File: src/rtl/tff_chain_pkg.sv
// Shared types and defaults for the toggle-flip-flop chain sequencer.
// The state encoding is fixed so that waveforms and lab handouts can quote
// the raw state values.
package tff_chain_pkg;

    // Controller states: waiting for START, counting, and the one-cycle finish
    typedef enum logic [1:0] {
        S_IDLE = 2'b00,
        S_RUN  = 2'b01,
        S_FIN  = 2'b10
    } state_t;

    // Default number of toggle cells in the bank
    localparam int TFF_WIDTH_DEFAULT = 4;

    // Default width of the step divider when the prescaler is built in
    localparam int TFF_PRESCALE_W_DEFAULT = 4;

endpackage

File: src/rtl/tff_chain_sequencer_tff_cell.sv
// Single toggle flip-flop cell: asynchronous active-high reset, synchronous
// clear and toggle enable. Clear wins over enable so that a restart always
// lands on zero even if the enable chain happens to be active.
module tff_cell (
    input  logic CLK,
    input  logic RST,
    input  logic clr_i,
    input  logic ten_i,
    output logic q_o
);

    logic q_q;
    logic q_d;

    // Next value: clear first, otherwise toggle when enabled, otherwise hold
    always_comb begin
        q_d = q_q;
        if (clr_i) begin
            q_d = 1'b0;
        end else if (ten_i) begin
            q_d = ~q_q;
        end
    end

    // Cell storage, forced to zero immediately by reset
    always_ff @(posedge CLK or posedge RST) begin
        if (RST) begin
            q_q <= 1'b0;
        end else begin
            q_q <= q_d;
        end
    end

    assign q_o = q_q;

endmodule

File: src/rtl/tff_chain_sequencer.sv
// Sequencer for a bank of WIDTH toggle cells that counts 0..LIMIT after a
// START, aborts on STOP, and pulses DONE for one cycle when the limit is
// reached. The cells themselves live in tff_cell; this level owns the FSM,
// the captured limit and the ripple-style enable chain.
// Optional feature macro: TFF_CHAIN_SEQUENCER_PRESCALE_EN adds the PRESCALE
// port and a prescale counter that spaces count steps PRESCALE+1 cycles apart.
module tff_chain_sequencer
    import tff_chain_pkg::*;
#(
    parameter int WIDTH = TFF_WIDTH_DEFAULT
`ifdef TFF_CHAIN_SEQUENCER_PRESCALE_EN
    ,
    parameter int PRESCALE_W = TFF_PRESCALE_W_DEFAULT
`endif
) (
    input  logic                  CLK,
    input  logic                  RST,
    input  logic                  START,
    input  logic                  STOP,
    input  logic [WIDTH-1:0]      LIMIT,
`ifdef TFF_CHAIN_SEQUENCER_PRESCALE_EN
    input  logic [PRESCALE_W-1:0] PRESCALE,
`endif
    output logic [WIDTH-1:0]      COUNT,
    output logic [WIDTH-1:0]      TEN,
    output logic                  BUSY,
    output logic                  DONE
);

    state_t state_q;
    state_t state_d;

    logic [WIDTH-1:0] limit_q;
    logic [WIDTH-1:0] limit_d;

    logic             clrCells;
    logic [WIDTH-1:0] tenVec;
    logic [WIDTH-1:0] chainTen;
    logic             carry;
    logic             stepPoint;
    logic             atLimit;

`ifdef TFF_CHAIN_SEQUENCER_PRESCALE_EN
    logic [PRESCALE_W-1:0] presc_q;
    logic [PRESCALE_W-1:0] presc_d;
    logic [PRESCALE_W-1:0] pcnt_q;
    logic [PRESCALE_W-1:0] pcnt_d;

    // A step happens once the prescale counter reaches the captured divider
    assign stepPoint = (pcnt_q == presc_q);
`else
    // Without the prescaler every RUN cycle advances the count
    assign stepPoint = 1'b1;
`endif

    assign atLimit = (COUNT == limit_q);

    // Increment enables: bit i toggles when every lower bit is already one
    always_comb begin
        chainTen = '0;
        carry    = 1'b1;
        for (int i = 0; i < WIDTH; i++) begin
            chainTen[i] = carry;
            carry       = carry & COUNT[i];
        end
    end

    // Next-state and output decode for the IDLE/RUN/FIN controller
    always_comb begin
        state_d  = state_q;
        limit_d  = limit_q;
        clrCells = 1'b0;
        tenVec   = '0;
        BUSY     = 1'b0;
        DONE     = 1'b0;
`ifdef TFF_CHAIN_SEQUENCER_PRESCALE_EN
        presc_d  = presc_q;
        pcnt_d   = pcnt_q;
`endif
        unique case (state_q)
            S_IDLE: begin
                if (START && !STOP) begin
                    limit_d  = LIMIT;
                    clrCells = 1'b1;
                    state_d  = S_RUN;
`ifdef TFF_CHAIN_SEQUENCER_PRESCALE_EN
                    presc_d  = PRESCALE;
                    pcnt_d   = '0;
`endif
                end
            end
            S_RUN: begin
                BUSY = 1'b1;
`ifdef TFF_CHAIN_SEQUENCER_PRESCALE_EN
                pcnt_d = stepPoint ? '0 : pcnt_q + 1'b1;
`endif
                if (STOP) begin
                    state_d = S_IDLE;
                end else if (stepPoint) begin
                    if (atLimit) begin
                        state_d = S_FIN;
                    end else begin
                        tenVec = chainTen;
                    end
                end
            end
            S_FIN: begin
                DONE    = 1'b1;
                state_d = S_IDLE;
            end
            default: begin
                state_d = S_IDLE;
            end
        endcase
    end

    assign TEN = tenVec;

    // Controller registers: state, captured limit and prescale bookkeeping
    always_ff @(posedge CLK or posedge RST) begin
        if (RST) begin
            state_q <= S_IDLE;
            limit_q <= '0;
`ifdef TFF_CHAIN_SEQUENCER_PRESCALE_EN
            presc_q <= '0;
            pcnt_q  <= '0;
`endif
        end else begin
            state_q <= state_d;
            limit_q <= limit_d;
`ifdef TFF_CHAIN_SEQUENCER_PRESCALE_EN
            presc_q <= presc_d;
            pcnt_q  <= pcnt_d;
`endif
        end
    end

    // One toggle cell per count bit, all sharing the restart clear
    for (genvar g = 0; g < WIDTH; g++) begin : g_cell
        tff_cell u_cell (
            .CLK   (CLK),
            .RST   (RST),
            .clr_i (clrCells),
            .ten_i (tenVec[g]),
            .q_o   (COUNT[g])
        );
    end

endmodule

File: config.mk
export PLATFORM = sky130hd
export DESIGN_NAME = tff_chain_sequencer
export DESIGN_NICKNAME = d
export VERILOG_FILES = /design/src/rtl/tff_chain_pkg.sv /design/src/rtl/tff_chain_sequencer_tff_cell.sv /design/src/rtl/tff_chain_sequencer.sv
export SDC_FILE = /design/constraint.sdc
export NUM_CORES = 1
export LEC_CHECK = 0
export ABC_AREA = 0
export BUFFER_PORTS_ARGS = -buffer_cell sky130_fd_sc_hd__buf_2
export CAP_MARGIN = 10
export CORE_AREA = 2 2 39 41
export CTS_CLUSTER_DIAMETER = 30
export DETAILED_ROUTE_END_ITERATION = 8
export DIE_AREA = 0 0 41 43
export PLACE_DENSITY_LB_ADDON = 0.2
export SYNTH_ARGS = -nofsm -noshare
export SYNTH_HDL_FRONTEND = slang
export SYNTH_HIERARCHICAL = 1
export SYNTH_SLANG_ARGS = --single-unit
export TNS_END_PERCENT = 100
File: constraint.sdc
create_clock -name CLK -period 2.1 [get_ports CLK]
set_clock_uncertainty 0.05 [all_clocks]
set_input_delay 0.105 -clock CLK [delete_from_list [all_inputs] [get_ports CLK]]
set_output_delay 0.105 -clock CLK [all_outputs]
set_load 0.005 [all_outputs]
# Word-level counts from Yosys, hierarchy flattened
# Cells that the tools add are included.
dict set report classes {
  eq_ne 5
  n_mux 19
  n_bitwise 6
  n_reduce_logical 9
}
# operator count
set ops {}
lappend ops {{2-to-1 mux 1 bit} 12}
lappend ops {{2-to-1 mux 4 bit} 3}
lappend ops {{nonzero test 2 bit} 4}
lappend ops {{2-to-1 mux 2 bit} 3}
lappend ops {{equality test 4 bit} 1}
lappend ops {{NOT 1 bit} 4}
lappend ops {{one-hot mux 2 bit (2 select lines)} 1}
lappend ops {{AND reduction 2 bit} 2}
lappend ops {{inequality test 3 bit (second input constant)} 1}
lappend ops {{bitwise AND 1 bit} 2}
lappend ops {{equality test 2 x 1 -> 1 bit (second input constant)} 1}
lappend ops {{equality test 2 bit (second input constant)} 1}
lappend ops {{logical NOT 2 bit} 1}
lappend ops {{inequality test 2 bit (second input constant)} 1}
lappend ops {{logical AND 1 bit} 1}
lappend ops {{logical NOT 1 bit} 1}
dict set report word_totals {
  wordCells 45
  output_inout_bits 10
  input_bits 8
  ff_bits 10
}

# Logic depth before layout (Yosys ltp)
# Gate-level depths: netlist of run 1.
dict set report depth {
  word_depth 7
  depth_mapped 5
  depth_no_buf 5
}

# Modules after synthesis
# Netlist of run 1, hierarchy kept.
# mod cells_each seq_area_each_um2 area_per_inst_um2 n_inst
set modules_own_cells {}
lappend modules_own_cells {tff_chain_sequencer 26 150.1 325.3 1}
lappend modules_own_cells {tff_cell 4 25.0 41.3 4}

# Least setup slack after synthesis of run 1
# No wires, ideal clock.
dict set report synth_path {
  kind {register to register}
  from {register state_q[1]}
  to {register g_cell[3].u_cell.q_q}
  path_buffers 0
  stages_incl_launch_ff 6
  arrival_ns 1.470
  setup_ns 0.149
  period_less_slack_ns 1.670
  path_slack_ns 0.430
  required_time_ns 1.901
  path_cell_list {dfrtp_1 -> or3b_1 -> a41oi_2 -> and4_1 -> xnor2_1 -> nor2_1}
}
dict set report synth_between {
  elab_chain_len 3
  elab_cells_between_ends 6
  classes_between {1 x eq/ne; 3 x mux; 2 x reduce/logical}
}
# element line
set synth_rtl {}
lappend synth_rtl {{from (decl)} tff_chain_sequencer.sv:30} ;# state_t state_q;
lappend synth_rtl {{from (signal assigned)} tff_chain_sequencer.sv:129} ;# state_q <= state_d;
lappend synth_rtl {{equality test 2 x 1 -> 1 bit} tff_chain_sequencer.sv:80} ;# unique case (state_q)
lappend synth_rtl {{2-to-1 mux 4 bit} tff_chain_sequencer.sv:80}
lappend synth_rtl {{named net TEN[3]} tff_chain_sequencer.sv:25} ;# output logic [WIDTH-1:0] TEN,
lappend synth_rtl {{nonzero test 2 bit (no line)} --}
lappend synth_rtl {{to (signal assigned)} tff_chain_sequencer_tff_cell.sv:30} ;# q_q <= q_d;
lappend synth_rtl {{to (decl)} tff_chain_sequencer_tff_cell.sv:12} ;# logic q_q;
# The timed path passes the listed nets, and every way through them passes these cells.
# A chain may end at the register's enable or synchronous reset.

# Worst setup path after layout of run 1
dict set report layout_path {
  from {register state_q[1]}
  to {output port TEN[3]}
}
dict set report layout_between {
  elab_chain_len 2
}
# element line
set layout_rtl {}
lappend layout_rtl {{equality test 2 x 1 -> 1 bit} tff_chain_sequencer.sv:80}
lappend layout_rtl {{2-to-1 mux 4 bit} tff_chain_sequencer.sv:80}
lappend layout_rtl {{to (decl)} tff_chain_sequencer.sv:25}
# No other way between the ends.

==> results of run 1 <==
==> worst max path at each step <==
stage,startpoint,depth (start not counted),slack [ns],end
after global routing,state_q[1],4,0.08,TEN[3]
after global placement,state_q[1],5,0.46,g_cell[3].u_cell/q_o
after detailed placement,state_q[1],5,0.43,g_cell[3].u_cell/q_o
after CTS,state_q[1],4,0.19,TEN[3]
final,state_q[1],4,0.20,TEN[3]
after floorplan,state_q[1],5,0.43,g_cell[3].u_cell/q_o
==> per-layer routing <==
metal / up-vias / GRT usage (%) / share of wire (%)
li1: 186 / - / -
met2: 11 / 16.56 / 47
met4: 0 / 6.000 / 1.7
met3: 2 / 4.712 / 5.8
met5: - / 0 / 0
met1: 187 / 17.85 / 46
==> Yosys cell counts <==
cell / number / area, µm²
a41oi_2: 1 / 16.27
and2_1: 1 / 6.260
and2b_1: 1 / 7.510
and3_1: 1 / 6.260
and4_1: 1 / 8.760
dfrtp_1: 10 / 250.2
inv_1: 5 / 18.77
mux2_2: 4 / 45.04
nand4_1: 1 / 6.260
nor2_1: 5 / 18.77
nor2b_1: 1 / 6.260
nor4b_2: 1 / 15.01
or2_2: 1 / 6.260
or3b_1: 1 / 8.760
xnor2_1: 8 / 70.07
==> power breakdown <==
| part | switching, mW | total [mW] | internal, mW |
|---|---|---|---|
| logic | 0.0879 | 0.205 | 0.117 |
| registers | 0.0557 | 0.301 | 0.245 |
| clock network | 0.0671 | 0.172 | 0.105 |
| total | 0.211 | 0.678 | 0.467 |
==> per-stage QoR <==
stage	worst slack, ns	std cells	utilization (%)
floorplan	0.4305	42	-
global placement	0.4551	76	43.58
detailed placement	0.4331	76	43.58
CTS	0.1903	81	46.93
global route	0.08396	81	46.93
finish	0.1985	81	46.93
==> registers in the layout (all words and copies together), names as in the netlist <==
| name | cells |
|---|---|
| state_q | 2 |
| g_cell.u_cell/q_o | 4 |
| limit_q | 4 |
==> logic make-up (layout without fill, tap and decap cells) <==
group,after synthesis,after routing
multiplexers,4,4
AND/OR/NAND/NOR,14,14
flip-flops,10,10
buffers and inverters,5,28
AO/OA/AOI/OAI,1,1
XOR/XNOR,8,8
==> cell type report <==
| class | instances | area (µm²) | share of cell area, % |
|---|---|---|---|
| multi-input combinational | 27 | 221.5 | 34.10 |
| tap | 16 | 20.02 | 3.083 |
| timing repair buffer | 19 | 102.6 | 15.80 |
| clock buffer | 4 | 36.28 | 5.588 |
| inverter | 5 | 18.77 | 2.890 |
| sequential | 10 | 250.2 | 38.54 |
==> layout by cell type, fill, tap and decap left out, types with 3 or more instances in the layout <==
cell	count
mux2_2	4
buf_2	17
inv_1	5
dfrtp_1	10
clkbuf_4	3
xnor2_1	8
nor2_1	5
==> impl_metrics.toml, run 1 <==
[timing]
hold_violations = 0
holdWs_ns = 0.01969
final_max_slew_viol_count = 0
setup_viol = 0
slew_headroom_pct = 80.50
period_share_pct = 90.55
timing.final.crit_period_ns = 1.901
clock.fmax_mhz = 525.9
final.setup.tns_ns = 0
rsz0062_at_grt = "false"
tightestPinTransition_ns = 0.2925

[placed_design]
routabilityCongestion = 0.7146
hpwl_um = 693.9
io_buffers = 17
place_area_um2 = 603.1

[cts]
clockRootBuffer = "clkbuf_4"
clkLatencyLatePin_ns = 0.26
htree_levels = 1
cts_buffers = 3
clockBufferDepth = 2
postCtsSetupBuffers = 0
post_cts_resized = 0
numClockSinks = 10
hold_buffers = 1
cts_tree = "yes"
clkTransAtPathRegs_ns = 0.06

[yosys]
postSynthCellCount = 42
synth-adder-area-share_pct = 0
yosysSeqAreaShare_pct = 51.02
syn_area_um2 = 490.5
syn_nets = 50
yosysWarnings = 6
synthSimpleGateAreaFrac_pct = 18.37
avgSynthCellArea_um2 = 11.68
synth_xor_area_share_pct = 14.29
synth_seq_cells = 10
synth_top_family_by_area = "simple AND/OR/NAND/NOR gates"
ys_types = 15
synth-compound-area-share_pct = 3.316
synth_mux_area_share_pct = 9.184

[power_and_ir_drop]
power_density_nw_per_um2 = 1044
p_leak_nw = 0.3380
p_total_mw = 0.6780
irDropWorstVdd_uv = 487.5

[critical_path]
critical_path.max_stage_delay_ns = 0.40
start_kind = "register"
r2r-end = "g_cell[3].u_cell/q_o"
critPathMaxFanout = 6
critPathArrivalTime_ns = 1.75
path_buf_inv = 1
r2r_slack_ns = 0.42
setup.worst_path.end_class = "output port"
path_class = "register to output port"
crit_chain = "or3b_1, a41oi_2, and4_1, buf_2"
reg2reg_from = "state_q[1]"
ff2ff_path_depth = 5
slowest_stage = "dfrtp_1"
worstPathRequired_ns = 1.95
path_delay_family = "simple AND/OR/NAND/NOR gates"

[drt]
drt_first_pass_iters = 4
wl_per_cell_um = 11.09
vias = 386
final_antenna_net_count = 0
drc = 0
routed_via_density = 4.765
initialDrtViolationCount = 6
wirelength_um = 898

[status]
status = "complete, no violations"

[final_layout]
area_growth_pct = 32.40
final_cell_area_um2 = 649.4
fin_nets = 74
layout-drive-gt1-share_pct = 44.62
n_antenna_cell = 0
fill_cells = 137

[worst_hold_path]
min_from = "LIMIT[2]"
min_to = "limit_q[2]"
hold_path_class = "input port to register"
worstHoldPathCells = 2

[grt]
grt_pass1_wl_um = 1469
grt_overflow = 0
grt_max_degree = 10
grt_pass1_vias = 337
antenna_found_initial = 0
grtUsageTotal_pct = 12.63

[floorplan]
initial_core_util_pct = 35.44
rows = 14
ios = 18
core-area_um2 = 1384
chipWidth_um = 41
die_h_um = 43
die-area_um2 = 1763

[job]
maxCapViolCount = 0
No activity file was read; power rests on OpenSTA's default activity.
==> inputs of run 2 (changes only) <==
==> constraint.sdc (replaced) <==
create_clock -name CLK -period 2.1 [get_ports CLK]
set_clock_uncertainty 0.05 [all_clocks]
set_input_delay 0.21 -clock CLK [delete_from_list [all_inputs] [get_ports CLK]]
set_output_delay 0.21 -clock CLK [all_outputs]
set_load 0.005 [all_outputs]
==> run 2 against run 1 <==
Compared with the run above: routed wire length is 0.56% higher; setup slack worse by 0.080 ns; highest routed layer is now met3; clock power hardly changed; flip-flop and latch count stayed put; critical path depth did not move; die area unchanged; first-iteration DRC count shrank 17%.
==> impl_metrics.toml, run 2 (synthesis results as in run 1) <==
[grt]
antenna_found_initial = 0
grt_max_degree = 8
grtUsageTotal_pct = 12.93
grt_overflow = 0
grt_pass1_vias = 368
grt_pass1_wl_um = 1497

[cts]
numClockSinks = 10
cts_buffers = 3
postCtsSetupBuffers = 0
cts_tree = "yes"
htree_levels = 1
clkTransAtPathRegs_ns = 0.07
clockRootBuffer = "clkbuf_4"
clockBufferDepth = 2
clkLatencyLatePin_ns = 0.26

[placed_design]
hpwl_um = 709.9
routabilityCongestion = 0.7257
io_buffers = 17
place_area_um2 = 603.1
placed_cells = 76

[timing]
hold_violations = 0
holdWs_ns = 0.1226
period_share_pct = 94.34
slew_headroom_pct = 74.65
final.setup.tns_ns = 0
rsz0062_at_grt = "false"
final_max_slew_viol_count = 0
timing.final.crit_period_ns = 1.981
setup_viol = 0
tightestPinTransition_ns = 0.3792
clock.fmax_mhz = 504.7

[critical_path]
ff2ff_path_depth = 5
worstPathRequired_ns = 1.84
slowest_stage = "or3b_1"
path_delay_family = "simple AND/OR/NAND/NOR gates"
setup.worst_path.end_class = "output port"
path_buf_inv = 1
path_class = "register to output port"
cp.depth = 4
r2r-end = "g_cell[3].u_cell/q_o"
r2r_slack_ns = 0.41
critPathArrivalTime_ns = 1.72
critical_path.max_stage_delay_ns = 0.42
crit_chain = "or3b_1, a41oi_4, and4_4, buf_2"
critPathMaxFanout = 6
reg2reg_from = "state_q[1]"
start_kind = "register"

[final_layout]
fill_cells = 135
final_common_cell = "buf_2"
n_antenna_cell = 0
area_growth_pct = 35.20
final_cell_mix = "buf_2, dfrtp_1, xnor2_1"
layout-drive-gt1-share_pct = 46.15
final_cell_area_um2 = 663.1
stdcell_count = 81
fin_nets = 74

[drt]
wl_per_cell_um = 11.15
final_antenna_net_count = 0
initialDrtViolationCount = 5
drt_first_pass_iters = 2
vias = 365
drc = 0
routed_via_density = 4.506
wirelength_um = 903

[power_and_ir_drop]
p_leak_nw = 0.3395
p_total_mw = 0.6736
power_density_nw_per_um2 = 1016
intPower_mw = 0.4572
pwr-share-clk_pct = 25.7
p_sw_mw = 0.2163
pwr-share-comb_pct = 31.1
switching_share_pct = 32.12
sequentialPowerShare_pct = 43.3
irDropWorstVdd_uv = 491.0

[floorplan]
rows = 14
ios = 18
die-area_um2 = 1763
die_h_um = 43
initial_core_util_pct = 35.44
core-area_um2 = 1384
chipWidth_um = 41

[status]
status = "complete, no violations"

[worst_hold_path]
min_to = "limit_q[0]"
hold_path_class = "input port to register"
min_from = "LIMIT[0]"
worstHoldPathCells = 2

[job]
maxCapViolCount = 0
-- run 2: cell counts in the layout (fill, tap and decap cells not counted) --
Identical to the previous run, type by type.
-- run 2: power groups by stage --
stage                     Clock, mW  Sequential, mW  Combinational [mW]
after floorplan                   0           0.286               0.133
after global placement            0           0.292               0.192
after detailed placement          0           0.294               0.191
after CTS                     0.178           0.290               0.193
after global routing          0.195           0.300               0.233
final                         0.173           0.291               0.209
-- run 2: layer usage --
metal | track usage [%] | vias up | wire (µm)
li1 | - | 184 | -
met1 | 16.50 | 172 | 410
met5 | 0 | - | 0
met4 | 6.000 | 0 | 0
met3 | 4.712 | 0 | 57
met2 | 18.75 | 9 | 435
-- run 2: repair_timing --
| action | in CTS | in global routing |
|---|---|---|
| endpoints found under the hold margin | 10 | 0 |
| hold buffers | 1 | 0 |
| gates resized for setup | 0 | 2 |
| setup endpoints to repair | 0 | 1 |
-- run 2: per-stage QoR --
step	utilization [%]	worst slack [ns]
after global routing	47.92	0.02112
after global placement	43.58	0.4064
after CTS	46.93	0.07322
after floorplan	-	0.4305
after detailed placement	43.58	0.3699
final	47.92	0.1188
-- run 2: worst max path at each step --
stage	start	to	slack, ns
floorplan	state_q[1]	g_cell[3].u_cell/q_o	0.43
global placement	state_q[1]	TEN[3]	0.41
detailed placement	state_q[1]	TEN[3]	0.37
CTS	state_q[1]	TEN[3]	0.07
global route	state_q[1]	TEN[3]	0.02
finish	state_q[1]	TEN[3]	0.12
-- run 2: cell type report --
cell class | count | area [µm²] | share of cell area, %
repair buffers | 19 | 102.6 | 15.47
flip-flops and latches | 10 | 250.2 | 37.74
well taps | 16 | 20.02 | 3.019
inverters | 5 | 18.77 | 2.830
clock buffers | 4 | 36.28 | 5.472
multi-input cells | 27 | 235.2 | 35.47
